===== src/rtl/pc_sequencer.sv =====
// pc_sequencer: registered program counter for the single-cycle CPU.
// Each cycle the PC either steps by 4, takes a branch/jump target, holds
// while instruction or data memory is busy, or freezes after HALT.
// INSTR_COUNT tracks how many times the PC has advanced since reset.
module pc_sequencer #(
    parameter logic [31:0] RESET_PC = 32'd0,
    parameter int          OFFSET_W = 8
) (
    input  logic                CLK,
    input  logic                RESET,
    input  logic                IBUSY,
    input  logic                DBUSY,
    input  logic                BRANCH_TAKEN,
    input  logic                JUMP,
    input  logic [OFFSET_W-1:0] OFFSET,
    input  logic                HALT,
    output logic [31:0]         PC,
    output logic                PC_VALID,
    output logic                STALL,
    output logic [31:0]         INSTR_COUNT
);

    typedef enum logic [1:0] {
        BOOT   = 2'd0,
        RUN    = 2'd1,
        WAIT   = 2'd2,
        HALTED = 2'd3
    } state_t;

    state_t      state_q;
    logic [31:0] pc_q;
    logic [31:0] cnt_q;
    logic        valid_q;

    logic        busy;
    logic [31:0] off_ext;
    logic [31:0] seq_pc;
    logic [31:0] tgt_pc;
    logic [31:0] pc_d;
    logic [31:0] cnt_d;

    assign busy = IBUSY | DBUSY;

    // Next-PC datapath: inputs of the current cycle only, so in a stall
    // release the branch/jump info of the release cycle is what counts.
    // All sums wrap modulo 2^32.
    always_comb begin
        off_ext = {{(32-OFFSET_W){OFFSET[OFFSET_W-1]}}, OFFSET};
        seq_pc  = pc_q + 32'd4;
        tgt_pc  = seq_pc + (off_ext << 2);
        pc_d    = (JUMP | BRANCH_TAKEN) ? tgt_pc : seq_pc;
        cnt_d   = cnt_q + 32'd1;
    end

    // Sequencer FSM: state, PC, advance counter and registered PC_VALID.
    // Busy takes priority over HALT in RUN; HALT is not looked at in WAIT.
    always_ff @(posedge CLK) begin
        if (RESET) begin
            state_q <= BOOT;
            pc_q    <= RESET_PC;
            cnt_q   <= '0;
            valid_q <= 1'b0;
        end else begin
            case (state_q)
                BOOT: begin
                    state_q <= RUN;
                    valid_q <= 1'b1;
                end
                RUN: begin
                    if (busy) begin
                        state_q <= WAIT;
                    end else if (HALT) begin
                        state_q <= HALTED;
                        valid_q <= 1'b0;
                    end else begin
                        pc_q  <= pc_d;
                        cnt_q <= cnt_d;
                    end
                end
                WAIT: begin
                    if (!busy) begin
                        state_q <= RUN;
                        pc_q    <= pc_d;
                        cnt_q   <= cnt_d;
                    end
                end
                HALTED: begin
                    // Frozen until reset.
                end
                default: begin
                    state_q <= BOOT;
                    valid_q <= 1'b0;
                end
            endcase
        end
    end

    // STALL follows the busy inputs combinationally, only while live.
    always_comb begin
        STALL = busy && ((state_q == RUN) || (state_q == WAIT));
    end

    assign PC          = pc_q;
    assign PC_VALID    = valid_q;
    assign INSTR_COUNT = cnt_q;

endmodule


===== config.mk =====
export PLATFORM = sky130hd
export DESIGN_NAME = pc_sequencer
export DESIGN_NICKNAME = d
export VERILOG_FILES = /design/src/rtl/pc_sequencer.sv
export SDC_FILE = /design/constraint.sdc
export NUM_CORES = 1
export LEC_CHECK = 0
export ABC_AREA = 1
export CAP_MARGIN = 5
export CORE_UTILIZATION = 42
export CTS_CLUSTER_DIAMETER = 150
export CTS_CLUSTER_SIZE = 24
export DETAILED_ROUTE_END_ITERATION = 7
export GPL_ROUTABILITY_DRIVEN = 0
export GPL_TIMING_DRIVEN = 0
export SETUP_SLACK_MARGIN = 0.2
export SYNTH_ARGS = -nofsm -noshare
export SYNTH_HDL_FRONTEND = slang
export SYNTH_SLANG_ARGS = --single-unit

===== constraint.sdc =====
create_clock -name CLK -period 2.9 [get_ports CLK]
set_input_delay 0.58 -clock CLK [delete_from_list [all_inputs] [get_ports CLK]]
set_output_delay 0.58 -clock CLK [all_outputs]
set_load 0.02 [all_outputs]

==> results of run 1 <==
## cell type report
type	instances	area, µm²
repair buffers	122	1120
inverters	159	602
multi-input cells	815	5520
plain buffers	21	113
well taps	184	230
fillers	1308	5330
clock inverters	3	40.0
flip-flops and latches	65	1390
clock buffers	13	250
## worst min-delay path by stage
| stage | to | slack, ns | depth (start not counted) |
|---|---|---|---|
| floorplan | state_q[1] | 0.49 | 2 |
| global placement | INSTR_COUNT[4] | 0.47 | 1 |
| detailed placement | INSTR_COUNT[4] | 0.48 | 1 |
| CTS | INSTR_COUNT[4] | 0.50 | 1 |
| global route | INSTR_COUNT[18] | 0.54 | 2 |
| finish | INSTR_COUNT[4] | 0.50 | 1 |
## per-stage QoR
step / area [µm²] / hold slack, ns / util, %
2_1_floorplan: 6310 / 0.490 / -
3_3_place_gp: 7320 / 0.473 / 50.2
3_5_place_dp: 7320 / 0.480 / 50.2
4_1_cts: 8170 / 0.496 / 56.0
5_1_grt: 9260 / 0.537 / 63.5
6_report: 9260 / 0.499 / 63.5
## routing by layer
layer | global-route usage (%) | wire, µm
met3 | 5.37 | 1480
met5 | 0 | 0
met4 | 8.36 | 649
met1 | 40.6 | 10600
met2 | 40.1 | 10000
## registers in the layout, summed over array words and instances, names as in the netlist
register / flops
INSTR_COUNT: 32
PC: 30
PC_VALID: 1
state_q: 2
## logic make-up (layout without fill, tap and decap cells)
| family | count (synthesis) | after routing |
|---|---|---|
| DFF | 65 | 65 |
| other | 1 | 2 |
| xor gates and xnor gates | 30 | 30 |
| adders and majority gates | 43 | 43 |
| AOI/OAI and AO/OA | 162 | 162 |
| buffers and inverters | 180 | 318 |
| and+or+nand+nor | 578 | 578 |
## power groups by stage
stage / sequential [mW] / combinational (mW) / clock (mW)
global placement: 1.10 / 1.25 / 0
finish: 1.11 / 1.68 / 1.11
CTS: 1.09 / 1.37 / 1.10
detailed placement: 1.09 / 1.26 / 0
global route: 1.12 / 1.83 / 1.15
floorplan: 1.14 / 0.777 / 0
## layout by cell type, fill, tap and decap left out, drive strengths merged, types with 2 or more instances in the layout
cell	n
buf	51
o21ai	64
nor3	33
inv	157
nor3b	2
a31oi	15
clkbuf	28
nand3b	3
xor2	20
nand3	82
or2	10
nand2	317
ha	42
a21oi	72
nand4	20
dfxtp	65
clkdlybuf4s50	77
o21bai	5
and2	4
a21o	2
conb	2
xnor2	10
nor2	105
nor4	2
clkinv	4
## repair_timing
action	CTS	global route
pin swaps	28	69
buffers inserted	14	30
hold endpoints to repair	0	0
setup endpoints to repair	23	22
gates resized for setup	118	205
==> results.json, run 1 <==
{
  "synth_area_um2": 6310,
  "startpoint": "PC[3]",
  "cts_tree": "yes",
  "synthTopCellsByCount": "nand2_1, inv_1, nor2_1, nand3_1, a21oi_1",
  "drt_wl_total_mm": 22.7,
  "r2r_cells": 20,
  "hold_viol": 0,
  "synth_top_area_cell": "dfxtp_1",
  "min_period_ns": 2.77,
  "drv_slew": 0,
  "syn_area_per_cell_um2": 5.95,
  "yosys.cell_count.top_type": "nand2_1",
  "p_seq_share_pct": 28.5,
  "htree_levels": 3,
  "grt_pass1_vias": 6450,
  "fin_tns_setup_ns": 0,
  "slowest_delay_ns": 0.40,
  "dieArea_um2": 15500,
  "crit_family": "simple AND/OR/NAND/NOR gates",
  "postRouteAntennaNets": 0,
  "hold_class": "reg2reg",
  "hold_buffers": 0,
  "synth.top_cell.area_share_pct": 20.6,
  "first_iter_violations": 496,
  "synth_top_family_by_area": "simple AND/OR/NAND/NOR gates",
  "routed-via-count": 7413,
  "p_total_mw": 3.90,
  "slew_headroom_pct": 46.8,
  "arrival_ns": 2.99,
  "critPathCaptureType": "flip-flop",
  "yosys-top-cells-area": "dfxtp_1, nand2_1, inv_1",
  "worstMarginPinSlew_ns": 0.798,
  "root_buffer": "clkbuf_16",
  "cp_max_fo": 6,
  "vias_per_cell": 5.36,
  "required_ns": 3.12,
  "dp.cells": 1322,
  "yosysSeqAreaShare_pct": 20.6,
  "fp-row-count": 44,
  "crit_buf_inv": 2,
  "grt_pass1_wl_mm": 34.1,
  "worstReg2RegEnd": "PC[29]",
  "setup_viol": 0,
  "crit_path_start_kind": "flip-flop",
  "instances_no_fill": 1382,
  "io_pins": 81,
  "run_status": "finished, final reports clean",
  "hpwlAfterDp_mm": 16.5,
  "post-route-worst-setup-slack_ns": 0.130,
  "ys_warn_count": 0,
  "maxCapViolCount": 0,
  "fp.dieH_um": 125,
  "drt-wirelength-per-cell_um": 16.5,
  "clock_path_buffers": 2,
  "place_ws_ns": -0.962,
  "cpMaxStageDelayCell": "dfxtp_4",
  "p_int_mw": 2.34,
  "fin_skew_ns": 0.00620,
  "power.switching_mw": 1.56,
  "drcViolationCount": 0,
  "synth_compound_area_share_pct": 13.9,
  "cts_sinks": 65,
  "start_util_pct": 43.2,
  "p_leak_nw": 4.23,
  "drive_gt1_share_pct": 28.5,
  "die_x_um": 125,
  "async_flop_share_pct": 0,
  "track_usage_pct": 27.6,
  "clk_latency_ns": 0.34,
  "synth-simple-area-share_pct": 41.2,
  "r2r-start": "PC[3]",
  "fmax_mhz": 361,
  "fin_crit_sh_pct": 95.5,
  "portBuffers": 78,
  "syn_to_final_growth_pct": 46.8,
  "rsz0062_at_grt": "yes",
  "clkPwrFrac_pct": 28.4,
  "cp-endpoint": "PC[29]",
  "r2r_slack_ns": 0.13,
  "p_sw_share_pct": 40.0,
  "ys.flop_type": "dfxtp_1",
  "yosysUniqueCellTypes": 47,
  "critical_path_class": "reg2reg",
  "synth_edf_count": 0,
  "synth-xor-area-share_pct": 4.29,
  "core_um2": 14600,
  "drt-pass1-iter-count": 5,
  "power_density_nw_per_um2": 421,
  "nNetsFinal": 1251,
  "antennaDiodeCount": 0,
  "peakVddDrop_mv": 0.359,
  "antenna_found_initial": 0,
  "cp_cell_sequence": "ha_4 -> inv_2 -> nor2_4 -> nand2_4 -> nor2_4 -> nand3_4 -> nor2_2 -> nand2_1 -> and2_4 -> ha_4 -> nand2_2 -> inv_2 -> nand2_4 -> nor3_4 -> and2_4 -> nand2_4 -> nand2_1 -> nand2_1 -> nand3_2 -> a21oi_2",
  "hp-start": "INSTR_COUNT[4]",
  "cts-buffers-inserted": 9,
  "clkTransAtPathRegs_ns": 0.06,
  "gr-total-overflow": 0,
  "synthMuxAreaShare_pct": 0,
  "synth-seq-cells": 65,
  "path_depth": 20,
  "synth_adder_area_share_pct": 8.65,
  "synthCells": 1059,
  "grt_start_max_net_pins": 32,
  "combPwrFrac_pct": 43.1
}
Power figures use the tool's default switching activity.
==> run 2, diff against run 1 <==
- CTS_CLUSTER_DIAMETER: 150 -> 120
- PLACE_DENSITY: not set -> 0.66
- clock period: 2.9 -> 2.3 ns (I/O delays scaled with it)
==> run 2 against run 1 <==
The run now ends with negative setup slack left. Global-route usage up 1.4 points. Non-clock buffer count grew 32. Sequential share of layout area decreased by 0.94 points. Via count is 4.8% higher. Fmax decreased by 2.1%. Flip-flop and latch count is the same. Core utilization increased by 3.9 points. Sequential power up 26%. Clock-buffer cell count unchanged. First-iteration DRC count increased by 30%. Combinational power rose by 40%. Clock power grew 26%.
==> results.json, run 2 (synthesis gave the netlist of run 1 again) <==
{
  "combPwrFrac_pct": 45.6,
  "power.switching_mw": 2.08,
  "post-route-worst-setup-slack_ns": -0.529,
  "p_leak_nw": 4.49,
  "track_usage_pct": 29.0,
  "fin_crit_sh_pct": 123,
  "vias_per_cell": 5.50,
  "drcViolationCount": 0,
  "p_total_mw": 5.15,
  "clkTransAtPathRegs_ns": 0.06,
  "peakVddDrop_mv": 0.403,
  "fin_tns_setup_ns": -7.70,
  "critPathCaptureType": "flip-flop",
  "root_buffer": "clkbuf_16",
  "critical_path_class": "reg2reg",
  "slew_headroom_pct": 49.0,
  "antenna_found_initial": 0,
  "largest_reg_flops": 32,
  "first_iter_violations": 644,
  "clk_latency_ns": 0.34,
  "instances_no_fill": 1414,
  "start_util_pct": 43.2,
  "fp.dieH_um": 125,
  "htree_levels": 3,
  "grt_pass1_wl_mm": 36.1,
  "p_seq_share_pct": 27.1,
  "grt_start_max_net_pins": 32,
  "io_pins": 81,
  "fp-row-count": 44,
  "min_period_ns": 2.83,
  "hold_class": "reg2reg",
  "antennaDiodeCount": 0,
  "clkPwrFrac_pct": 27.2,
  "fmax_mhz": 354,
  "gr-total-overflow": 0,
  "clock_path_buffers": 2,
  "stdcell_area_um2": 9820,
  "drt-wirelength-per-cell_um": 17.1,
  "core_um2": 14600,
  "cts_tree": "yes",
  "cp_max_fo": 4,
  "drt-pass1-iter-count": 5,
  "die_x_um": 125,
  "cts-buffers-inserted": 9,
  "cts_sinks": 65,
  "required_ns": 2.53,
  "violations": "negative setup slack",
  "crit_path_start_kind": "flip-flop",
  "drt_wl_total_mm": 24.2,
  "worstMarginPinSlew_ns": 0.765,
  "p_int_mw": 3.07,
  "place_ws_ns": -1.34,
  "hpwlAfterDp_mm": 16.1,
  "maxCapViolCount": 0,
  "arrival_ns": 3.05,
  "setup_viol": 24,
  "nNetsFinal": 1283,
  "rsz0062_at_grt": "yes",
  "dpl_cell_area_um2": 7500,
  "most-common-layout-cells": "nand2_1, inv_1, clkdlybuf4s50_1",
  "p_sw_share_pct": 40.4,
  "routed-via-count": 7770,
  "power_density_nw_per_um2": 525,
  "drv_slew": 0,
  "syn_to_final_growth_pct": 55.8,
  "postRouteAntennaNets": 0,
  "run_status": "complete, but fails checks",
  "fin_skew_ns": 0.00729,
  "portBuffers": 78,
  "drive_gt1_share_pct": 33.9,
  "dp.cells": 1322,
  "mostFrequentLayoutCell": "nand2_1",
  "dieArea_um2": 15500,
  "hold_viol": 0,
  "grt_pass1_vias": 7057
}
-- run 2: power by group through the flow --
stage,Combinational (mW),Sequential [mW],Clock [mW]
final,2.35,1.40,1.40
after CTS,2.00,1.38,1.40
after floorplan,1.03,1.45,0
after global placement,1.62,1.39,0
after global routing,2.53,1.41,1.46
after detailed placement,1.64,1.40,0
-- run 2: final timing paths --
check | start | endpoint | slack [ns] | cells past startpoint
max | PC[2] | PC[21] | -0.53 | 16
min | INSTR_COUNT[4] | INSTR_COUNT[4] | 0.51 | 1
max reg2reg | PC[2] | PC[21] | -0.53 | 16
min reg2reg | INSTR_COUNT[4] | INSTR_COUNT[4] | 0.51 | 1
-- run 2: per-layer routing --
layer | up-vias | wire, µm | global-route usage [%]
li1 | 3754 | - | -
met1 | 3614 | 10500 | 39.9
met2 | 342 | 11200 | 45.6
met3 | 60 | 1590 | 5.46
met4 | 0 | 863 | 9.43
met5 | - | 0 | 0
-- run 2: final cells by class --
| cell class | count | area (µm²) |
|---|---|---|
| Tap cell | 184 | 230 |
| Multi-Input combinational cell | 815 | 5810 |
| Fill cell | 1203 | 4760 |
| Clock inverter | 3 | 40.0 |
| Timing Repair Buffer | 154 | 1400 |
| Buffer | 21 | 115 |
| Sequential cell | 65 | 1380 |
| Inverter | 159 | 601 |
| Clock buffer | 13 | 250 |
-- run 2: what timing repair did --
item / 4_1_cts / 5_1_grt
resized for setup: 197 / 127
setup buffers: 47 / 29
pin swaps: 84 / 44
setup endpoints to repair: 30 / 39
hold buffers: 0 / 0
-- run 2: through the flow --
step / util (%) / hold WS (ns)
global route: 67.3 / 0.545
detailed placement: 51.4 / 0.494
floorplan: - / 0.490
global placement: 51.4 / 0.473
finish: 67.3 / 0.506
CTS: 61.9 / 0.509
-- run 2: critical path, cell delays in order, from the launching register on --
cell	delay (ns)
dfxtp_4	0.37
buf_4	0.13
ha_1	0.17
inv_2	0.07
nor2_4	0.23
nand3_4	0.13
xor2_4	0.22
ha_4	0.30
nand2_4	0.07
nor2_2	0.12
inv_1	0.09
nor2_4	0.16
nand4_1	0.22
nand3_1	0.16
nand2_1	0.08
nand3_2	0.11
a21oi_2	0.06
==> run 3, diff against run 2 <==
- ABC_AREA: 1 -> 0
- CTS_CLUSTER_DIAMETER: 120 -> not set
- PLACE_DENSITY: 0.66 -> 0.67
==> run 3 against run 2 <==
The flow finishes with violations (design-rule violations, negative setup slack). Core utilization is 0.52 points lower. Register-to-register slack worse by 0.76 ns. First-iteration DRC count is 23% lower. Via count is 25% lower. Worst hold slack worse by 0.0049 ns. Area after synthesis is 18% lower. Largest cell class unchanged. Highest routed layer unchanged.
==> results.json, run 3 <==
{
  "run_status": "complete, but fails checks",
  "violations": "design-rule violations, negative setup slack",
  "fp-row-count": 40,
  "multi_input_area_um2": 4460,
  "busiest_layer": "met2",
  "hold_buffers": 0,
  "cts_tree": "yes",
  "critical_path_class": "reg2reg",
  "final.fill_count": 943,
  "fin_util_pct": 66.8,
  "synthTopCellsByCount": "nand2_1, nor2_1, dfxtp_1, a21oi_1, ha_1",
  "syn_area_per_cell_um2": 7.65,
  "crit_path_start_kind": "flip-flop",
  "fp.dieH_um": 113,
  "antenna_found_initial": 0,
  "yosysUniqueCellTypes": 61,
  "synth_top_area_cell": "dfxtp_1",
  "gr-usage-met3_pct": 4.18,
  "syn_to_final_growth_pct": 55.3,
  "synth_area_um2": 5150,
  "synth_edf_count": 0,
  "stdcell_area_um2": 7990,
  "cp_cell_sequence": "buf_6 -> and4_4 -> buf_6 -> nand4_1 -> buf_4 -> or3_4 -> xnor2_2 -> ha_1 -> buf_8 -> a21oi_4 -> or3b_4 -> a211o_1 -> o211ai_1 -> and4b_1 -> nor4_1",
  "mostFrequentLayoutCell": "clkdlybuf4s50_1",
  "die_x_um": 113,
  "cts_sinks": 65,
  "portBuffers": 78,
  "cpMaxStageDelayCell": "or3b_4",
  "arrival_ns": 3.79,
  "grt_pass1_wl_mm": 27.6,
  "drive_gt1_share_pct": 31.6,
  "gr-total-overflow": 0,
  "crit_buf_inv": 4,
  "peakVddDrop_mv": 0.359,
  "grt_start_max_net_pins": 30,
  "cts-buffers-inserted": 9,
  "postRouteAntennaNets": 0,
  "crit_family": "simple AND/OR/NAND/NOR gates",
  "drt-wirelength-per-cell_um": 18.5,
  "drt-pass1-iter-count": 7,
  "routed-via-count": 5815,
  "root_buffer": "clkbuf_16",
  "cpMostUsedCell": "buf_6",
  "register_area_um2": 1360,
  "antennaDiodeCount": 0,
  "post-route-worst-setup-slack_ns": -1.29,
  "power_density_nw_per_um2": 561,
  "required_ns": 2.49,
  "drcViolationCount": 2,
  "yosys-top-cells-area": "dfxtp_1, ha_1, xnor2_1",
  "fin_skew_ns": 0.00962,
  "drv_slew": 0,
  "nNetsFinal": 899,
  "synthCells": 673,
  "vias_per_cell": 5.86,
  "dpl_cell_area_um2": 6350,
  "ys.flop_type": "dfxtp_1",
  "first_iter_violations": 499,
  "fin_crit_sh_pct": 156,
  "largest_reg_flops": 32,
  "maxCapViolCount": 0,
  "track_usage_pct": 27.5,
  "most-common-layout-cells": "clkdlybuf4s50_1, buf_4, nor2_1",
  "clk_latency_ns": 0.34,
  "fmax_mhz": 278,
  "cp_max_fo": 6,
  "grt_pass1_vias": 5482,
  "hold_class": "reg2reg",
  "clkTransAtPathRegs_ns": 0.06,
  "min_period_ns": 3.59,
  "worstMarginPinSlew_ns": 0.902,
  "hpwlAfterDp_mm": 11.7,
  "met1_usage_pct": 35.0,
  "async_flop_share_pct": 0,
  "slew_headroom_pct": 39.9,
  "clock_path_buffers": 2,
  "core_um2": 12000,
  "drt_wl_total_mm": 18.4,
  "hold_viol": 0,
  "grt_util_met2_pct": 45.8,
  "critPathCaptureType": "flip-flop",
  "rsz0062_at_grt": "yes",
  "slowest_delay_ns": 0.38,
  "p_total_mw": 4.48,
  "ys_warn_count": 0,
  "yosysSeqAreaShare_pct": 25.3,
  "dieArea_um2": 12700,
  "start_util_pct": 43.0,
  "setup_viol": 24,
  "place_ws_ns": -2.06,
  "synth.top_cell.area_share_pct": 25.3,
  "p_leak_nw": 3.41,
  "io_pins": 81,
  "htree_levels": 3,
  "synth-seq-cells": 65
}
## run 3: cell types whose count changed after synthesis, moves of 12 or more
cell and delta:
xnor2_1 +32, a21o_1 +12, nand2_1 -235, xor2_1 +16, nor2_1 -25, a21oi_1 -15, and3_1 +18, inv_1 -139
nand3_1 -47, o21ai_0 -26
## run 3: worst min-delay path: cells and delay by family (launching register included)
family,cells,cell delay (ns)
flip-flops,1,0.33
AO/OA/AOI/OAI,2,0.13
## run 3: metrics by stage
step,TNS (ns),hold WS (ns),cells
after floorplan,-12.39,0.517,674
after CTS,-18.65,0.491,963
after global routing,-23.82,0.517,993
after detailed placement,-46.87,0.481,899
after global placement,-46.26,0.469,899
final,-21.33,0.501,993
## run 3: cell families (layout without fill, tap and decap cells)
family / Yosys count / after routing / synth area share (%)
adders and majority gates: 43 / 43 / 10.6
other: 1 / 2 / 0.0729
and+or+nand+nor: 267 / 267 / 25.3
buffers and inverters: 50 / 222 / 3.96
muxes: 1 / 1 / 0.195
AOI/OAI and AO/OA: 169 / 169 / 21.5
DFF: 65 / 65 / 25.3
xor gates and xnor gates: 77 / 77 / 13.1
## run 3: repair_timing
action	4_1_cts	5_1_grt
setup buffers	48	30
endpoints found under the setup margin	56	45
resized for setup	100	78
pin swaps	46	47
## run 3: per-layer routing
metal | share of wire, % | wire [µm]
met1 | 42 | 7710
met2 | 50 | 9110
met3 | 5.9 | 1090
met4 | 2.7 | 497
met5 | 0 | 0
## run 3: worst paths after layout
kind                   startpoint  slack [ns]  cells past startpoint               to
setup / recovery            PC[8]       -1.29                     15           PC[30]
hold reg to reg   INSTR_COUNT[10]        0.50                      2  INSTR_COUNT[10]
setup reg to reg            PC[8]       -1.29                     15           PC[30]
hold / removal    INSTR_COUNT[10]        0.50                      2  INSTR_COUNT[10]
## run 3: layout make-up
type	instances	area share [%]
Multi-Input combinational cell	559	55.7
Timing Repair Buffer	156	17.5
Sequential cell	65	17.0
Clock buffer	10	2.99
Buffer	36	2.85
Tap cell	147	2.30
Clock inverter	6	0.830
Inverter	14	0.689
## run 3: where the power goes
group / leakage (nW) / switching [mW] / internal [mW] / total [mW]
combinational: 2.72 / 0.920 / 0.816 / 1.74
sequential: 0.542 / 0.112 / 1.20 / 1.32
clock: 0.149 / 0.558 / 0.871 / 1.43
total: 3.41 / 1.59 / 2.89 / 4.48
